$ cat config.mk
export PLATFORM = sky130hd
export DESIGN_NAME = xif_copro_issue_ctrl
export DESIGN_NICKNAME = d
export VERILOG_FILES = /design/src/rtl/xif_copro_issue_ctrl.sv
export SDC_FILE = /design/constraint.sdc
export NUM_CORES = 1
export LEC_CHECK = 0
export CAP_MARGIN = 10
export CORE_UTILIZATION = 45
export DETAILED_ROUTE_END_ITERATION = 16
export PLACE_DENSITY = 0.67
export SYNTH_ARGS = -nofsm -noshare
export SYNTH_HDL_FRONTEND = slang
export SYNTH_SLANG_ARGS = --single-unit
$ cat constraint.sdc
create_clock -name clk_i -period 10.1 [get_ports clk_i]
set_input_delay 2.525 -clock clk_i [delete_from_list [all_inputs] [get_ports clk_i]]
set_output_delay 2.525 -clock clk_i [all_outputs]
set_load 0.1 [all_outputs]
$ cat src/rtl/xif_copro_issue_ctrl.sv
// rtl/xif_copro_issue_ctrl.sv - coprocessor end of the XIF issue/commit/result channels
// Executes custom-0 add/xor/min/shift at issue time and returns results in issue order once committed.
module xif_copro_issue_ctrl #(
  parameter int ID_WIDTH = 4,
  parameter int DEPTH    = 4
) (
  input  logic                clk_i,
  input  logic                rst_i,
  input  logic                issue_valid_i,
  output logic                issue_ready_o,
  input  logic [31:0]         issue_instr_i,
  input  logic [ID_WIDTH-1:0] issue_id_i,
  input  logic [31:0]         issue_rs0_i,
  input  logic [31:0]         issue_rs1_i,
  input  logic [1:0]          issue_rs_valid_i,
  output logic                issue_accept_o,
  output logic                issue_writeback_o,
  input  logic                commit_valid_i,
  input  logic [ID_WIDTH-1:0] commit_id_i,
  input  logic                commit_kill_i,
  output logic                result_valid_o,
  input  logic                result_ready_i,
  output logic [ID_WIDTH-1:0] result_id_o,
  output logic [31:0]         result_data_o,
  output logic [4:0]          result_rd_o,
  output logic                result_we_o
);

  localparam int PTR_W = $clog2(DEPTH);
  localparam int CNT_W = $clog2(DEPTH) + 1;

  logic [ID_WIDTH-1:0] r_id   [DEPTH];
  logic [4:0]          r_rd   [DEPTH];
  logic [31:0]         r_data [DEPTH];
  logic [DEPTH-1:0]    r_vld;
  logic [DEPTH-1:0]    r_cmt;
  logic [DEPTH-1:0]    r_kill;
  logic [PTR_W-1:0]    r_head;
  logic [PTR_W-1:0]    r_tail;
  logic [CNT_W-1:0]    r_cnt;

  logic [2:0]          w_f3;
  logic                w_dec_ok;
  logic                w_space;
  logic                w_enq;
  logic [31:0]         w_alu;
  logic                w_cm_hit;
  logic [PTR_W-1:0]    w_cm_idx;
  logic [PTR_W-1:0]    w_scan;
  logic                w_cm_new;
  logic                w_head_vld;
  logic                w_res_vld;
  logic                w_pop;
  logic                w_unused_instr;

  assign w_f3           = issue_instr_i[14:12];
  assign w_dec_ok       = (issue_instr_i[6:0] == 7'b0001011) && (issue_instr_i[31:25] == 7'd0) && !w_f3[2];
  assign w_unused_instr = ^issue_instr_i[24:15];

  assign issue_accept_o    = issue_valid_i & w_dec_ok;
  assign issue_writeback_o = issue_valid_i & w_dec_ok;

  // Rejected instructions are always consumed; a full queue never takes a bypass from a same-cycle pop.
  assign w_space       = r_cnt < CNT_W'(DEPTH);
  assign issue_ready_o = !w_dec_ok || (w_space && (issue_rs_valid_i == 2'b11));
  assign w_enq         = issue_valid_i && issue_ready_o && w_dec_ok;

  always_comb begin
    w_alu = '0;
    case (w_f3[1:0])
      2'd0:    w_alu = issue_rs0_i + issue_rs1_i;
      2'd1:    w_alu = issue_rs0_i ^ issue_rs1_i;
      2'd2:    w_alu = (issue_rs0_i < issue_rs1_i) ? issue_rs0_i : issue_rs1_i;
      default: w_alu = issue_rs0_i << issue_rs1_i[4:0];
    endcase
  end

  // Scan youngest-to-oldest so the last hit written is the oldest matching entry.
  always_comb begin
    w_cm_hit = 1'b0;
    w_cm_idx = '0;
    w_scan   = '0;
    for (int k = DEPTH - 1; k >= 0; k--) begin
      w_scan = r_head + PTR_W'(k);
      if (r_vld[w_scan] && (r_id[w_scan] == commit_id_i)) begin
        w_cm_hit = 1'b1;
        w_cm_idx = w_scan;
      end
    end
  end

  assign w_cm_new = commit_valid_i && !w_cm_hit && w_enq && (issue_id_i == commit_id_i);

  assign w_head_vld = r_vld[r_head];
  assign w_res_vld  = w_head_vld && r_cmt[r_head] && !r_kill[r_head];
  assign w_pop      = w_head_vld && (r_kill[r_head] || (w_res_vld && result_ready_i));

  assign result_valid_o = w_res_vld;
  assign result_we_o    = w_res_vld;
  assign result_id_o    = w_res_vld ? r_id[r_head]   : '0;
  assign result_data_o  = w_res_vld ? r_data[r_head] : '0;
  assign result_rd_o    = w_res_vld ? r_rd[r_head]   : '0;

  always_ff @(posedge clk_i) begin
    if (rst_i) begin
      r_vld  <= '0;
      r_cmt  <= '0;
      r_kill <= '0;
      r_head <= '0;
      r_tail <= '0;
      r_cnt  <= '0;
    end else begin
      if (commit_valid_i && w_cm_hit) begin
        if (commit_kill_i) r_kill[w_cm_idx] <= 1'b1;
        else               r_cmt[w_cm_idx]  <= 1'b1;
      end
      if (w_enq) begin
        r_vld[r_tail]  <= 1'b1;
        r_cmt[r_tail]  <= w_cm_new && !commit_kill_i;
        r_kill[r_tail] <= w_cm_new && commit_kill_i;
        r_tail         <= r_tail + PTR_W'(1);
      end
      if (w_pop) begin
        r_vld[r_head] <= 1'b0;
        r_head        <= r_head + PTR_W'(1);
      end
      r_cnt <= r_cnt + CNT_W'(w_enq) - CNT_W'(w_pop);
    end
  end

  // Payload needs no reset: it is only observed through valid entries.
  always_ff @(posedge clk_i) begin
    if (w_enq) begin
      r_id[r_tail]   <= issue_id_i;
      r_rd[r_tail]   <= issue_instr_i[11:7];
      r_data[r_tail] <= w_alu;
    end
  end

endmodule

## Word-level counts from Yosys, hierarchy flattened

Memories as Yosys holds them, arrays and structs flattened. A register that Yosys moved wholly into a read port is not among the register bits.
Index checks and enable logic that the tools add are counted.

| word-level totals | value |
|---|---|
| memory bits (writable) | 164 |
| bits of input ports | 112 |
| memories kept | 3 |
| output and inout bits | 46 |
| bits in read-only memories | 0 |
| latch bits | 0 |
| register bits | 19 |

Memory list:

| memory | words | width | read ports | clocked after Yosys merged registers in | wr ports | line | text |
|---|---|---|---|---|---|---|---|
| r_data | 4 | 32 | 1 | 1 | 1 | 34 | `logic [31:0] r_data [DEPTH];` |
| r_rd | 4 | 5 | 1 | 1 | 1 | 33 | `logic [4:0] r_rd [DEPTH];` |
| r_id | 4 | 4 | 4 | 1 | 1 | 32 | `logic [ID_WIDTH-1:0] r_id [DEPTH];` |

| cells by class | value |
|---|---|
| shift operators | 1 |
| reductions and logical operators | 31 |
| divide/modulo/power cells | 0 |
| $mul | 0 |
| add/sub/neg operators | 7 |
| mux-type cells | 52 |
| eq/ne operators | 9 |
| bitwise logic cells | 7 |
| magnitude comparators | 11 |

Operator list:

| operator | count |
|---|---|
| case mux 32 bit (3 select lines) | 1 |
| 2-to-1 mux 32 bit | 2 |
| 2-to-1 mux 4 bit | 12 |
| adder 32 bit | 1 |
| < comparator 32 bit | 1 |
| left shift 32 x 5 -> 32 bit | 1 |
| bitwise XOR 32 bit | 1 |
| logical AND 1 bit | 22 |
| == test 4 bit | 5 |
| 2-to-1 mux 2 bit | 10 |
| < comparator 2 x 3 -> 1 bit, second input constant | 6 |
| 2-to-1 mux 1 bit | 15 |
| binary-select mux 1 bit (select 2 bit) | 6 |
| OR 4 bit | 3 |
| bitwise mux 4 bit | 2 |
| == test 7 x 4 -> 1 bit, second input constant | 1 |
| zero test 7 bit | 1 |
| demux 1 bit (select 2 bit) | 3 |
| >= comparator 2 x 1 -> 1 bit, second input constant | 3 |
| zero test 1 bit | 5 |
| 2-to-1 mux 5 bit | 1 |
| adder 2 x 1 -> 2 bit, second input constant | 2 |
| adder 2 bit, second input constant | 2 |
| AND 4 bit | 1 |
| other kinds (9) | 11 |

## Longest topological paths before layout

Gate-level depths: netlist of the first run.

| depth | value |
|---|---|
| word-level depth | 18 |
| gate-level depth with buffers | 16 |

## Worst setup path before layout of the first run

OpenSTA, ideal clock, no wires.

| timing path | value |
|---|---|
| kind | input to output |
| start | input port issue_instr_i[5] |
| end | output port issue_writeback_o |
| data arrival time | 4.290 ns |
| setup slack | 3.285 ns |
| stages on the path | 4 |
| cell sequence | nor4b_1 -> and4_1 -> and2_1 -> buf_4 |

| between the ends | value |
|---|---|
| word-level cells in the longest chain between the ends | 4 |

Ends and longest elaborated chain:

| what | line | text |
|---|---|---|
| start, declared | 11 | `input logic [31:0] issue_instr_i,` |
| == test 7 x 4 -> 1 bit | 57 | `assign w_dec_ok = (issue_instr_i[6:0] == 7'b0001011) && (issue_instr_i[31:25] == 7'd0) && !w_f3[2];` |
| logical AND 1 bit (2 in a row) | 57 |  |
| AND 1 bit | -- |  |
| end, declared | 17 | `output logic issue_writeback_o,` |

Every way passes these cells.

## Worst setup path in the final report of the first run

| timing path | value |
|---|---|
| start | input port issue_instr_i[5] |
| end | output port issue_accept_o |

| between the ends | value |
|---|---|
| word-level cells in the longest chain between the ends | 4 |

Ends and longest elaborated chain:

| what | line | text |
|---|---|---|
| == test 7 x 4 -> 1 bit | 57 |  |
| logical AND 1 bit (2 in a row) | 57 |  |
| AND 1 bit | 60 | `assign issue_accept_o = issue_valid_i & w_dec_ok;` |
| end, declared | 16 | `output logic issue_accept_o,` |

Every way passes these cells.

==> results.yml, run 1 <==
logic_synthesis:
  post-synth-top-area-cell: "edfxtp_1"
  synth-main-ff-cell: "edfxtp_1"
  seq_area_frac_synth_pct: 41.09
  synth_fp_nets: 1407
  syn_inst: 1219
  syn_area_per_cell_um2: 10.67
  ys_types: 79
  ys_warn_count: 0
  ys_top_cells_by_area: "edfxtp_1 38%, mux4_2 11%, ha_1 7.1%, mux2i_1 3.7%, dfxtp_1 3.2%"
  async_reset_ff_share_pct: 0
  yosys_register_bits: 185
  synthesis.area_mm2: 0.01301
  synth-edff-count: 164
  synth_top_area_share_pct: 37.86
cts:
  cts_tree: "yes"
  cts.repair.resized: 0
  cts.sinks: 185
  root_buffer: "clkbuf_16"
  h-tree-depth: 4
  path_clk_slew_ps: 70
  post_cts_buffers: 0
  postCtsHoldBufs: 0
  cts_buffer_depth: 2
  worstSkewPairLatency_ps: 440
  cts_buffers: 17
floorplanning:
  io_pins: 158
  rows: 61
  die_h_um: 172.0
  die_w_um: 172.0
  core_mm2: 0.02809
  dieArea_mm2: 0.02959
  start_util_pct: 46.31
global_route:
  grt_max_degree: 59
  grt_pass1_wl_mm: 53.35
  track_usage_pct: 23.84
  grt_pass1_vias: 9787
  grt_antenna_before_repair: 1
  grt_remaining_overflow: 0
critical_path:
  worstPathCellList: "clkdlybuf4s50_1 -> nor4b_1 -> and4_1 -> and2_1 -> clkdlybuf4s50_1"
  start_kind: "input pin"
  worst-endpoint-arrival_ps: 4860
  r2r_cells: 11
  r2r_slack_ps: 6270
  r2r-start: "r_head[0]$_SDFFE_PP0N_"
  cpLargestDelayFamily: "buffers and inverters"
  path_buf_inv: 2
  worst-path-max-fanout: 3
  worstSetupPathType: "in -> out"
  worst_setup_path_end_kind: "primary output"
  reg2reg_to: "r_cmt[3]$_SDFF_PP0_"
  required_ps: 7580
  worst_path_largest_cell_delay_ps: 1140
  slowest_stage: "clkdlybuf4s50_1"
  cpMostUsedCell: "clkdlybuf4s50_1"
outcome:
  status: "finished, final reports clean"
hold_path:
  min_path_type: "reg -> reg"
  hold_end: "r_vld[0]$_SDFF_PP0_"
  worst_hold_startpoint: "r_vld[0]$_SDFF_PP0_"
  min_path_cells: 2
layout:
  insertedDiodeCount: 0
  fillers: 2503
  drive_above_1_share_pct: 10.84
  multi_input_area_mm2: 0.007022
  layout.nets: 1513
  stdcell_area_mm2: 0.01533
  area_delta_synth_final_pct: 17.85
  ff_latch_area_mm2: 0.005348
routing:
  wl_per_cell_um: 20.20
  drt_iter0_markers: 1000
  drt-total-wl_mm: 34.66
  vias: 10220
  viasPerCell: 5.957
  drc: 0
  drt-pass1-iter-count: 5
  postRouteAntennaNets: 0
power_and_ir_drop:
  peakVddDrop_uv: 128.9
  power_density_mw_per_mm2: 122.3
  p_int_w: 0.001329
  swShare_pct: 29.10
  pwr-share-clk_pct: 35.0
  comb_power_share_pct: 19.7
  pwr-share-seq_pct: 45.3
  cellLeakagePower_nw: 5.415
  p_sw_w: 0.0005455
timing:
  hold_viol: 0
  drv_slew: 0
  period_minus_slack_ps: 7382
  worstMarginPinSlew_ps: 1041
  slew_headroom_pct: 30.36
  setup_violations: 0
  finalSetupTns_ps: 0
  min_period_over_period_pct: 73.09
  max_freq_ghz: 0.1355
  fin_skew_ps: 13.22
  rsz0062_at_grt: "false"
job:
  maxCapViolations: 0
place:
  port_buffers: 147
  finalWeightedCongestion: 0.9352
  placed_area_mm2: 0.01473
  place_hpwl_mm: 24.72
## synthesized netlist by cell type (19+ instances only)
cell      number
mux2i_1       48
inv_1         75
dfxtp_1       21
ha_1          74
nand3_1       19
o21ai_0       49
nor2b_1       61
edfxtp_1     164
a21oi_1       82
nor2_1       104
clkbuf_1      48
mux4_2        63
nor3_1        21
nand2_1       80
xnor2_1       31
## cell type report
| cell class | count | share of cell area [%] |
|---|---|---|
| multi-input cells | 878 | 45.80 |
| flip-flops and latches | 185 | 34.88 |
| repair buffers | 165 | 10.41 |
| well taps | 378 | 3.085 |
| clock buffers | 17 | 2.775 |
| inverters | 78 | 1.910 |
| clock inverters | 15 | 1.126 |
## cell usage in the layout (no fill, tap or decap), types with 10 or more instances in the layout
cell,n
edfxtp_1,164
clkdlybuf4s50_1,145
nor2_1,104
a21oi_1,82
nand2_1,80
inv_1,75
ha_1,74
mux4_2,63
nor2b_1,61
o21ai_0,49
mux2i_1,48
xnor2_1,31
nor3_1,21
nand3_1,19
dfxtp_1,19
buf_4,18
clkbuf_16,17
a211oi_1,15
o221ai_1,15
a31oi_1,13
o211ai_1,11
xor2_1,11
o22ai_1,11
mux2_2,10
## flip-flops by register name (all words and copies together) (netlist names), named ones only
name and flops:
r_data 128, r_vld 4, r_cmt 4, r_id 16, r_cnt 3, r_kill 4, r_tail 2, r_head 2
r_rd 20
## power groups by stage
stage	combinational (W)	clock, W	sequential [W]
after floorplan	0.000231	0	0.000866
after global placement	0.000357	0	0.000866
after detailed placement	0.000362	0	0.000866
after CTS	0.000363	0.000668	0.000849
after global routing	0.000400	0.000701	0.000848
final	0.000369	0.000657	0.000849
## logic make-up (layout without fill, tap and decap cells)
logic type / Yosys count / count (layout) / share of synthesized area, %
AOI/OAI and AO/OA: 284 / 284 / 14.53
and+or+nand+nor: 355 / 355 / 13.69
muxes: 121 / 121 / 15.47
adders and majority gates: 76 / 76 / 7.426
DFF: 185 / 185 / 41.09
buffers and inverters: 156 / 275 / 4.963
xor gates and xnor gates: 42 / 42 / 2.828
## metal layers
metal / up-vias / GRT usage [%] / share of wire [%]
met1: 4931 / 32.07 / 44
li1: 4786 / - / -
met2: 451 / 38.96 / 47
met3: 54 / 4.463 / 7.3
met4: 0 / 7.387 / 2.0
met5: - / 0 / 0
## worst max path at each step
stage / cells past startpoint / end / slack [ps] / from
finish: 5 / issue_accept_o / 2720 / issue_instr_i[5]
global placement: 13 / r_data[0][20]$_DFFE_PP_ / 2710 / issue_rs1_i[4]
floorplan: 4 / issue_writeback_o / 3290 / issue_instr_i[5]
detailed placement: 14 / r_data[3][20]$_DFFE_PP_ / 2680 / issue_rs1_i[1]
global route: 5 / issue_accept_o / 2580 / issue_instr_i[5]
CTS: 5 / issue_accept_o / 2680 / issue_instr_i[5]
## worst register-to-register path: stages (launching register included)
cell      delay (ps)
dfxtp_1          310
buf_4            370
inv_1            180
ha_1             690
mux4_2           600
xnor2_1          210
nand2_1          100
or4_4            450
a31oi_1          150
a21oi_1          150
or3b_1           410
o211ai_2         140
## through the flow
stage               power (W)  utilization, %  worst slack (ps)  instances  hold slack [ps]
floorplan            0.001097               -              3286       1219            470.7
global placement     0.001223           52.45              2707       1684            499.4
detailed placement   0.001227           52.45              2678       1684            503.9
CTS                  0.001880           54.58              2684       1716            520.8
global route         0.001949           54.58              2575       1716            559.7
finish               0.001874           54.58              2718       1716            515.8
Note: power is estimated with default switching activity, not from simulation.
==> run 2: changes to the inputs <==
- clock period: 10.1 -> 7.2 ns (I/O delays scaled with it)
==> results.yml, run 2 (synthesized netlist as in run 1, its figures left out) <==
outcome:
  status: "finished, final reports clean"
timing:
  min_period_over_period_pct: 83.50
  slew_headroom_pct: 24.08
  fin_skew_ps: 12.02
  setup_violations: 0
  setup_slack_ps: 1188
  rsz0062_at_grt: "false"
  hold_viol: 0
  period_minus_slack_ps: 6012
  finalSetupTns_ps: 0
  drv_slew: 0
  worstMarginPinSlew_ps: 1139
  max_freq_ghz: 0.1663
floorplanning:
  rows: 61
  core_mm2: 0.02809
  die_w_um: 172.0
  start_util_pct: 46.31
  dieArea_mm2: 0.02959
  io_pins: 158
  die_h_um: 172.0
layout:
  final_common_cell: "edfxtp_1"
  layout.nets: 1517
  final_cell_mix: "164 x edfxtp_1, 145 x clkdlybuf4s50_1, 104 x nor2_1, 82 x a21oi_1, 80 x nand2_1"
  largest_reg_flops: 128
  fillers: 2512
  drive_above_1_share_pct: 11.10
  reg_top3: "r_data x128, r_rd x20, r_id x16"
  fin_util_pct: 54.71
  max_flop_register: "r_data"
  insertedDiodeCount: 0
  stdcell_area_mm2: 0.01537
  area_delta_synth_final_pct: 18.13
routing:
  vias: 10280
  postRouteAntennaNets: 0
  wl_per_cell_um: 20.24
  drc: 0
  viasPerCell: 5.976
  drt-pass1-iter-count: 7
  drt-total-wl_mm: 34.81
  drt_iter0_markers: 816
power_and_ir_drop:
  cellLeakagePower_nw: 5.435
  power_density_mw_per_mm2: 173.4
  totalPowerFinal_w: 0.002664
  peakVddDrop_uv: 157.6
critical_path:
  worstSetupPathType: "reg -> out"
  worst-endpoint-arrival_ps: 4210
  worst-path-max-fanout: 27
  worst_setup_path_end_kind: "primary output"
  start_kind: "flop"
  required_ps: 5400
  r2r_cells: 11
cts:
  root_buffer: "clkbuf_16"
  cts_buffer_depth: 2
  postCtsHoldBufs: 0
  post_cts_buffers: 0
  path_clk_slew_ps: 80
  cts.repair.resized: 0
  cts.sinks: 185
  cts_tree: "yes"
  h-tree-depth: 4
  worstSkewPairLatency_ps: 430
  cts_buffers: 17
global_route:
  grt_pass1_vias: 9683
  grt_max_degree: 42
  track_usage_pct: 23.84
  grt_pass1_wl_mm: 53.67
  grt_remaining_overflow: 0
  grt_antenna_before_repair: 0
place:
  finalWeightedCongestion: 0.9508
  place_hpwl_mm: 25.55
  port_buffers: 147
  post-place-ws_ps: 1076
  placed_area_mm2: 0.01476
hold_path:
  min_path_type: "reg -> reg"
  min_path_cells: 2
job:
  maxCapViolations: 0
==> run 2: report_power, final <==
part	internal [W]	switching, W
logic	0.000207	0.000315
registers	0.00119	0.000000000433
clock network	0.000527	0.000425
==> run 2: path summary, 6_finish.rpt <==
check                                            to                   start  slack (ps)
worst min-delay path            r_vld[0]$_SDFF_PP0_     r_vld[0]$_SDFF_PP0_         520
worst max-delay path              result_data_o[16]  r_head[0]$_SDFFE_PP0N_        1190
worst min register to register  r_vld[0]$_SDFF_PP0_     r_vld[0]$_SDFF_PP0_         520
worst max register to register  r_cmt[3]$_SDFF_PP0_  r_head[0]$_SDFFE_PP0N_        3160
==> run 2: layer usage <==
metal	routed length (um)	vias up	global-route usage, %
li1	-	4810	-
met1	15290	5010	32.95
met2	16590	415	39.29
met3	2263	43	3.296
met4	662	0	6.272
met5	0	-	0
==> run 2: final cells by class <==
type | count | area [um2] | area share, %
Multi-Input combinational cell | 878 | 7022 | 45.70
Sequential cell | 185 | 5348 | 34.80
Timing Repair Buffer | 169 | 1627 | 10.59
Tap cell | 378 | 473.0 | 3.078
Clock buffer | 17 | 425.4 | 2.769
Inverter | 78 | 292.8 | 1.905
Clock inverter | 15 | 178.9 | 1.164
==> run 2: worst max-delay path, cell delays in order (launching register included) <==
cell             delay (ps)
dfxtp_1                 500
buf_4                   390
mux4_2                  360
nand3b_1                570
buf_4                   490
nor2b_1                 270
clkdlybuf4s50_1        1180
==> run 2: per-stage QoR <==
stage          instances  hold slack, ps
3_3_place_gp        1688           498.5
5_1_grt             1720           548.0
2_1_floorplan       1219           470.7
6_report            1720           523.9
3_5_place_dp        1688           504.0
4_1_cts             1720           518.0
